**config.mk**
```make
export PLATFORM = sky130hd
export DESIGN_NAME = fft_frame_loader_flat
export DESIGN_NICKNAME = d
export VERILOG_FILES = /design/src/rtl/fft_pkg.sv /design/src/rtl/fft_frame_loader_if.sv /design/src/rtl/fft_frame_bank.sv /design/src/rtl/fft_frame_loader.sv /design/src/flat_wrapper.sv
export SDC_FILE = /design/constraint.sdc
export NUM_CORES = 1
export LEC_CHECK = 0
export CORE_ASPECT_RATIO = 0.8
export CORE_UTILIZATION = 56
export DETAILED_ROUTE_END_ITERATION = 6
export GPL_TIMING_DRIVEN = 1
export PLACE_DENSITY = 0.8
export SYNTH_ARGS = -nofsm -noshare
export SYNTH_HDL_FRONTEND = slang
export SYNTH_SLANG_ARGS = --single-unit
```
**constraint.sdc**
```tcl
create_clock -name clk -period 21.7 [get_ports clk]
set_input_delay 4.34 -clock clk [delete_from_list [all_inputs] [get_ports clk]]
set_output_delay 4.34 -clock clk [all_outputs]
set_load 0.1 [all_outputs]
```
**src/rtl/fft_pkg.sv**
```systemverilog
// Shared FFT definitions: default sizing, presenter state encoding and the
// lane bit-reversal helper used by the frame loader.
package fft_pkg;

  localparam int unsigned ADC_DATA_WIDTH_DEF = 8;
  localparam int unsigned LOG2_N_DEF         = 5;

  typedef enum logic [1:0] {
    PS_IDLE  = 2'd0,
    PS_START = 2'd1,
    PS_WAIT  = 2'd2
  } pres_state_t;

  // Reverses the low log2_n bits of k; upper bits of the result are zero.
  function automatic logic [15:0] bitrev(input logic [15:0] k, input int unsigned log2_n);
    logic [15:0] r;
    r = '0;
    for (int unsigned i = 0; i < 16; i++) begin
      if (i < log2_n) r[i[3:0]] = k[4'(log2_n - 1 - i)];
    end
    return r;
  endfunction

endpackage

```
**src/rtl/fft_frame_loader_if.sv**
```systemverilog
// Sample stream and frame presentation signals between the ADC side, the
// frame loader and the parallel FFT core.
interface fft_frame_loader_if
  import fft_pkg::*;
#(
  parameter int unsigned W      = ADC_DATA_WIDTH_DEF,
  parameter int unsigned LOG2_N = LOG2_N_DEF
);
  logic                      s_valid;
  logic [W-1:0]              s_data;
  logic                      s_first;
  logic                      s_ready;
  logic [(W<<LOG2_N)-1:0]    frame_data;
  logic                      start;
  logic                      finish;
  logic                      busy;

  modport master (output s_valid, s_data, s_first, finish,
                  input  s_ready, frame_data, start, busy);
  modport slave  (input  s_valid, s_data, s_first, finish,
                  output s_ready, frame_data, start, busy);
endinterface

```
**src/rtl/fft_frame_bank.sv**
```systemverilog
// One N x W sample bank: single lane write port, async clear, flat read-out.
module fft_frame_bank
  import fft_pkg::*;
#(
  parameter int unsigned W      = ADC_DATA_WIDTH_DEF,
  parameter int unsigned LOG2_N = LOG2_N_DEF
) (
  input  logic                   clk,
  input  logic                   reset,
  input  logic                   we,
  input  logic [LOG2_N-1:0]      idx,
  input  logic [W-1:0]           din,
  output logic [(W<<LOG2_N)-1:0] dout
);
  logic [(W<<LOG2_N)-1:0] mem;

  always_ff @(posedge clk or posedge reset) begin
    if (reset)   mem <= '0;
    else if (we) mem[idx*W +: W] <= din;
  end

  assign dout = mem;
endmodule

```
**src/rtl/fft_frame_loader.sv**
```systemverilog
// Ping-pong frame assembler: streams samples into two banks and presents each
// completed bank to the FFT core with a start pulse, holding it until finish.
module fft_frame_loader
  import fft_pkg::*;
#(
  parameter int unsigned ADC_DATA_WIDTH = ADC_DATA_WIDTH_DEF,
  parameter int unsigned LOG2_N         = LOG2_N_DEF,
  parameter bit          BIT_REVERSE    = 1'b0,
  parameter int unsigned DROP_CNT_WIDTH = 16
) (
  input  logic                      clk,
  input  logic                      reset,
  input  logic                      PU_enable,
  fft_frame_loader_if.slave         bus,
  output logic [DROP_CNT_WIDTH-1:0] drop_cnt
);
  localparam int unsigned W = ADC_DATA_WIDTH;
  localparam logic [LOG2_N-1:0] LAST = LOG2_N'((1 << LOG2_N) - 1);
  localparam logic [LOG2_N-1:0] ONE  = LOG2_N'(1);
  localparam logic [DROP_CNT_WIDTH-1:0] DROP_ONE = DROP_CNT_WIDTH'(1);

  logic [1:0]              full;
  logic [1:0]              avail;
  logic                    wbank, pbank, pbank_nxt;
  logic [LOG2_N-1:0]       wptr, widx, lane;
  logic                    accept, resync, wrap, release_f;
  logic [(W<<LOG2_N)-1:0]  bank_q [2];
  pres_state_t             state, state_nxt;

  assign bus.s_ready = !reset && PU_enable && !full[wbank];
  assign accept      = bus.s_valid && bus.s_ready;
  assign resync      = bus.s_first && (wptr != '0);
  assign widx        = resync ? '0 : wptr;
  assign lane        = BIT_REVERSE ? LOG2_N'(bitrev(16'(widx), LOG2_N)) : widx;
  assign wrap        = accept && !resync && (wptr == LAST);
  assign release_f   = (state == PS_WAIT) && bus.finish;

  for (genvar b = 0; b < 2; b++) begin : g_bank
    fft_frame_bank #(.W(W), .LOG2_N(LOG2_N)) u_bank (
      .clk  (clk),
      .reset(reset),
      .we   (accept && (wbank == 1'(b))),
      .idx  (lane),
      .din  (bus.s_data),
      .dout (bank_q[b])
    );
  end

  assign bus.frame_data = pbank ? bank_q[1] : bank_q[0];

  always_ff @(posedge clk or posedge reset) begin
    if (reset) begin
      wbank <= 1'b0;
      wptr  <= '0;
      full  <= '0;
    end else begin
      if (accept) begin
        if (resync)              wptr <= ONE;
        else if (wptr == LAST) begin
          wptr  <= '0;
          wbank <= ~wbank;
        end else                 wptr <= wptr + ONE;
      end
      if (wrap)      full[wbank] <= 1'b1;
      if (release_f) full[pbank] <= 1'b0;
    end
  end

  // A bank completing on this edge counts as available so start follows the
  // last sample by one cycle; with two candidates the older one goes first.
  always_comb begin
    avail = full | (wrap ? (wbank ? 2'b10 : 2'b01) : 2'b00);
  end

  always_ff @(posedge clk or posedge reset) begin
    if (reset) begin
      state <= PS_IDLE;
      pbank <= 1'b0;
    end else begin
      state <= state_nxt;
      pbank <= pbank_nxt;
    end
  end

  always_comb begin
    state_nxt = state;
    pbank_nxt = pbank;
    case (state)
      PS_IDLE: begin
        if (PU_enable && (avail != 2'b00)) begin
          state_nxt = PS_START;
          pbank_nxt = (avail == 2'b11) ? ~wbank : avail[1];
        end
      end
      PS_START: state_nxt = PS_WAIT;
      PS_WAIT:  if (bus.finish) state_nxt = PS_IDLE;
      default:  state_nxt = PS_IDLE;
    endcase
  end

  assign bus.start = (state == PS_START);
  assign bus.busy  = (state != PS_IDLE);

  always_ff @(posedge clk or posedge reset) begin
    if (reset) drop_cnt <= '0;
    else if (PU_enable && bus.s_valid && !bus.s_ready && (drop_cnt != '1))
      drop_cnt <= drop_cnt + DROP_ONE;
  end
endmodule
```
**src/flat_wrapper.sv**
```systemverilog
// flat-port wrapper written by rule: the top's interface ports become plain ports
module fft_frame_loader_flat import fft_pkg::*;
#(
  parameter int unsigned ADC_DATA_WIDTH = ADC_DATA_WIDTH_DEF,
  parameter int unsigned LOG2_N         = LOG2_N_DEF,
  parameter bit          BIT_REVERSE    = 1'b0,
  parameter int unsigned DROP_CNT_WIDTH = 16
)
  (clk, reset, PU_enable, drop_cnt, bus_s_valid, bus_s_data, bus_s_first, bus_finish, bus_s_ready, bus_frame_data, bus_start, bus_busy);
  fft_frame_loader_if #(.LOG2_N(LOG2_N)) bus_i ();
  input  logic clk;
  input  logic reset;
  input  logic PU_enable;
  output logic [DROP_CNT_WIDTH-1:0] drop_cnt;
  input wire logic [$bits(bus_i.s_valid)-1:0] bus_s_valid;
  input wire logic [$bits(bus_i.s_data)-1:0] bus_s_data;
  input wire logic [$bits(bus_i.s_first)-1:0] bus_s_first;
  input wire logic [$bits(bus_i.finish)-1:0] bus_finish;
  output wire logic [$bits(bus_i.s_ready)-1:0] bus_s_ready;
  output wire logic [$bits(bus_i.frame_data)-1:0] bus_frame_data;
  output wire logic [$bits(bus_i.start)-1:0] bus_start;
  output wire logic [$bits(bus_i.busy)-1:0] bus_busy;
  assign bus_i.s_valid = bus_s_valid;
  assign bus_i.s_data = bus_s_data;
  assign bus_i.s_first = bus_s_first;
  assign bus_i.finish = bus_finish;
  assign bus_s_ready = bus_i.s_ready;
  assign bus_frame_data = bus_i.frame_data;
  assign bus_start = bus_i.start;
  assign bus_busy = bus_i.busy;
  fft_frame_loader #(.ADC_DATA_WIDTH(ADC_DATA_WIDTH), .LOG2_N(LOG2_N), .BIT_REVERSE(BIT_REVERSE), .DROP_CNT_WIDTH(DROP_CNT_WIDTH)) u_core (.clk(clk), .reset(reset), .PU_enable(PU_enable), .bus(bus_i), .drop_cnt(drop_cnt));
endmodule
```
== Word level (Yosys, flattened, before mapping) ==
Cells that the tools add are included.
Widths: inputs -> output; s select.

* Register bits: 539
* Input bits: 14
* Output and inout port bits: 275
* Logic and storage cells: 76

* Add/subtract/negate cells: 3
* $lt $le $gt $ge: 4
* Equality and inequality tests: 7
* Shifts and indexed selects: 2
* Multiplexer cells: 20
* Bitwise operators: 6
* Reductions and logical operators: 26

{| class="wikitable"
|+ Operator list
! kind !! count
|-
| $bwmux 256 || 2
|-
| $mux 256 || 1
|-
| $shift 8x34->256 const A || 1
|-
| $shiftx 8x34->256 || 1
|-
| $neg 8->34 || 1
|-
| $add 16x1->16 const B || 1
|-
| $ne 16x16->1 const B || 1
|-
| $logic_and 1x1->1 || 15
|-
| $mux 5 || 3
|-
| $mux 2 || 6
|-
| $pmux 2 s3 || 1
|-
| $add 5x1->5 const B || 1
|-
| $eq 5x5->1 const B || 1
|-
| $mux 1 || 5
|-
| $reduce_bool 5->1 || 1
|-
| $eq 2x2->1 const B || 2
|-
| $logic_not 1->1 || 4
|-
| $lt 1x2->1 const B || 2
|-
| $or 2x2->2 || 2
|-
| $reduce_and 2->1 || 2
|-
| $reduce_bool 2->1 || 2
|-
| $reduce_and 3->1 || 1
|-
| $and 2x2->2 || 1
|-
| $demux 1 s1 || 2
|-
| 7 further kinds || 9
|}

== Depth between registers and ports, before layout ==
* Word-level depth: 13
* Mapped depth: 17
* Gate-level depth less buffers: 13

== Cells and area by module ==
From an unflattened synthesis, not the netlist that was laid out.

* Cells, all modules: 2280
* Area total of the unflattened synthesis: 26868.3 um^2

{| class="wikitable"
|+ By module, submodules not included
! module !! instances !! cells each !! area each (um^2)
|-
| fft_frame_bank (u_core.g_bank[1].u_bank) || 1 || 957 || 11248.3
|-
| fft_frame_bank (u_core.g_bank[0].u_bank) || 1 || 889 || 11095.6
|-
| fft_frame_loader || 1 || 434 || 4524.3
|}

== Least setup slack after synthesis ==
OpenSTA, ideal clock, no wires.

* Path type: in2out
* Start: in PU_enable
* End: out bus_s_ready
* Arrival time: 6.439 ns
* Required time: 17.360 ns
* Setup slack: 10.921 ns
* Stages on the path: 2
* Path buffers: 0
* Cell sequence: inv_1 > nor3_1

* Cells in the longest elaborated chain, start to end: 2

{| class="wikitable"
|+ Ends and longest elaborated chain
! what !! line !! RTL
|-
| start: declaration || flat_wrapper.sv:13 || <nowiki>input logic PU_enable;</nowiki>
|-
| $logic_and 1x1->1 (2 in a row) || fft_frame_loader.sv:30 || <nowiki>assign bus.s_ready = !reset && PU_enable && !full[wbank];</nowiki>
|-
| end: declaration || flat_wrapper.sv:19 || <nowiki>output wire logic [$bits(bus_i.s_ready)-1:0] bus_s_ready;</nowiki>
|}

Every way passes these cells.

== Worst setup path after layout ==
* Start: in reset
* End: out bus_s_ready

* Cells in the longest elaborated chain, start to end: 3

{| class="wikitable"
|+ Ends and longest elaborated chain
! what !! line !! RTL
|-
| start: declaration || flat_wrapper.sv:12 || <nowiki>input logic reset;</nowiki>
|-
| $logic_not 1->1 (no line) || -- ||
|-
| $logic_and 1x1->1 (2 in a row) || fft_frame_loader.sv:30 ||
|}

Every way passes these cells.

==> flow_metrics.py <==
metrics = {
    "status": {
        "status": "completed",
    },
    "setup_path": {
        "cp_slowest_cell": "clkdlybuf4s50_1",
        "required_ns": 17.36,
        "critPathKind": "in -> out",
        "cp.arrival_ns": 6.33,
        "cp_max_fo": 5,
        "slowest_delay_ns": 1.17,
        "path_cells": "clkdlybuf4s50_1, nor3_1, clkdlybuf4s50_1",
        "worstSetupEndpointType": "output pin",
        "cp-start-kind": "input pin",
        "cpMostUsedCell": "clkdlybuf4s50_1",
    },
    "clock_tree": {
        "htree_levels": 2,
        "clk_pin_slew_ns": 0.06,
        "cts_sinks": 539,
        "clk_path_buf_depth": 3,
        "cts_resized": 0,
        "cts_buffers": 53,
        "insertion_delay_ns": 0.60,
        "post_cts_buffers": 0,
        "cts_tree": "built",
        "ctsRootBufferMaster": "clkbuf_16",
        "hold_buffers": 0,
    },
    "final_layout": {
        "fin_nets": 1954,
        "final_util_pct": 68.6,
        "fin_cells": 2538,
        "drive_gt1_share_pct": 47.0,
        "syn_to_final_growth_pct": 20.8,
    },
    "place": {
        "dp_cells": 2439,
        "dp_hpwl_mm": 38.6,
        "portBuffers": 288,
        "routabilityCongestion": 0.830,
    },
    "power": {
        "clkPwrFrac_pct": 40.1,
        "internal-power_mw": 1.71,
        "p_per_area_nw_per_um2": 82.1,
        "p_leak_nw": 14.3,
        "peakVddDrop_v": 0.0000667,
        "p_seq_share_pct": 43.2,
        "switchingPower_mw": 0.725,
        "combPwrFrac_pct": 16.6,
        "p_sw_share_pct": 29.8,
    },
    "grt": {
        "grt_first_pass_wirelength_mm": 94.0,
        "grtUsageTotal_pct": 27.5,
        "grt_max_degree": 158,
        "grt_pass1_vias": 15800,
        "grt_remaining_overflow": 0,
        "antenna_found_initial": 1,
    },
    "drt": {
        "firstDrtPassIters": 5,
        "vias": 14900,
        "post_drt_via_cell_ratio": 5.86,
        "ant_nets": 0,
        "route.detailed.drc": 0,
        "wirelength_mm": 60.4,
        "drtIter0Drc": 846,
        "wl_per_cell_um": 23.8,
    },
    "floorplan": {
        "die_w_um": 236,
        "initial_core_util_pct": 56.8,
        "boundaryPins": 289,
        "fp-row-count": 68,
        "core_area_um2": 43100,
        "die-area_um2": 44600,
        "fp.dieH_um": 189,
    },
    "timing": {
        "fmax_mhz": 93.7,
        "min_period_over_period_pct": 49.2,
        "rsz0062_at_grt": "no",
        "setup_viol": 0,
        "tightest_slew_ns": 1.13,
        "relSlewSlack_pct": 24.7,
        "slew_violations": 0,
        "min_period_ns": 10.67,
        "setup_tns_ns": 0,
        "final-hold-violation-count": 0,
        "fin_worst_skew_ns": 0.0240,
    },
    "logic_synthesis": {
        "avgSynthCellArea_um2": 14.5,
        "ys_ff_latch": 539,
        "syn_nets": 1708,
        "synth.area.top_cells": "dfrtp_1, mux2_2, clkbuf_1",
        "synth_commonest_cells": "mux2_2, dfrtp_1, clkbuf_1",
        "yosysMostFrequentCell": "mux2_2",
        "synth_top_area_share_pct": 55.0,
        "yosysTopAreaCell": "dfrtp_1",
        "syn_area_um2": 24500,
        "synth.distinct_cells": 55,
        "ys_seq_area_share_pct": 55.0,
        "async_flop_share_pct": 100,
        "netlist_instances": 1688,
        "synth_flop_cell": "dfrtp_1",
        "ys_warn_count": 0,
        "synth_edf_count": 0,
    },
    "job": {
        "max_cap_violations": 0,
    },
    "worst_hold_path": {
        "hold_class": "reg -> reg",
    },
}
cells in the final DEF, fill, tap and decap left out, types with 10 or more instances in the layout:
master / Yosys / final
and2_1: 33 / 33
buf_4: 2 / 10
clkbuf_16: 0 / 54
clkbuf_8: 0 / 13
clkdlybuf4s50_1: 0 / 280
clkinv_2: 0 / 10
dfrtp_1: 539 / 538
mux2_2: 769 / 769
nand2_1: 25 / 25
nand3_1: 17 / 17
nor2_1: 19 / 19
nor3_2: 28 / 28
o21ai_0: 11 / 11
cell families after synthesis:
| family | after synthesis | synth area share [%] |
|---|---|---|
| AOI/OAI and AO/OA | 33 | 0.954 |
| muxes | 772 | 35.5 |
| buffers and inverters | 115 | 1.84 |
| DFF | 539 | 55.0 |
| adders and majority gates | 6 | 0.306 |
| and+or+nand+nor | 207 | 5.84 |
| xor gates and xnor gates | 16 | 0.572 |
registers in the layout (all words and copies together), names as in the netlist:
register	flops
u_core.pbank	1
u_core.drop_cnt	16
u_core.full	2
u_core.g_bank.u_bank.dout	512
u_core.wptr	5
u_core.state	2
u_core.wbank	1
power by group through the flow:
stage	logic [mW]	registers, mW	clock network [mW]
final	0.404	1.05	0.976
after global placement	0.397	1.07	0
after CTS	0.406	1.05	0.994
after global routing	0.427	1.05	1.03
after detailed placement	0.405	1.07	0
after floorplan	0.270	1.10	0
stage by stage:
step	worst slack (ns)	total power [mW]	instance area [µm²]	hold WS, ns
after global placement	11.08	1.46	27700	0.468
after CTS	10.99	2.45	29600	0.495
after detailed placement	11.01	1.47	27700	0.479
after floorplan	2.29	1.37	24500	0.459
after global routing	10.95	2.51	29600	0.512
final	11.03	2.43	29600	0.495
path summary, 6_finish.rpt:
check                                                              start                                       endpoint  slack, ns  cells after the start
setup / recovery                                                   reset                                    bus_s_ready      11.03                      3
hold / removal             u_core.g_bank[1].u_bank.dout[152]$_DFFE_PP0P_  u_core.g_bank[1].u_bank.dout[152]$_DFFE_PP0P_       0.50                      1
setup reg to reg                              u_core.wptr[1]$_DFFE_PP0P_  u_core.g_bank[0].u_bank.dout[130]$_DFFE_PP0P_      16.38                     12
hold reg to reg            u_core.g_bank[1].u_bank.dout[152]$_DFFE_PP0P_  u_core.g_bank[1].u_bank.dout[152]$_DFFE_PP0P_       0.50                      1
max in group asynchronous                                          reset   u_core.g_bank[1].u_bank.dout[52]$_DFFE_PP0P_      14.55                      4
min in group asynchronous                                          reset   u_core.g_bank[0].u_bank.dout[65]$_DFFE_PP0P_       4.50                      2
final cells by class:
cell class	count	area, µm²
tap	560	701
sequential	539	13500
antenna	2	5.00
multi-input combinational	1034	10600
timing repair buffer	299	2940
fill	2889	13500
clock buffer	76	1560
clock inverter	21	302
inverter	7	33.8
routing by layer:
| layer | wire length, µm | part of all wire (%) | GRT usage, % |
|---|---|---|---|
| met5 | 69 | 0.11 | 1.08 |
| met4 | 1240 | 2.1 | 7.89 |
| met3 | 3000 | 5.0 | 4.72 |
| met2 | 28400 | 47 | 43.2 |
| met1 | 27800 | 46 | 39.4 |
critical path: cells and delay by family:
family | cells | cell delay [ns]
simple gates | 1 | 0.26
buf+inv | 2 | 1.72
Power figures use the tool's default switching activity.
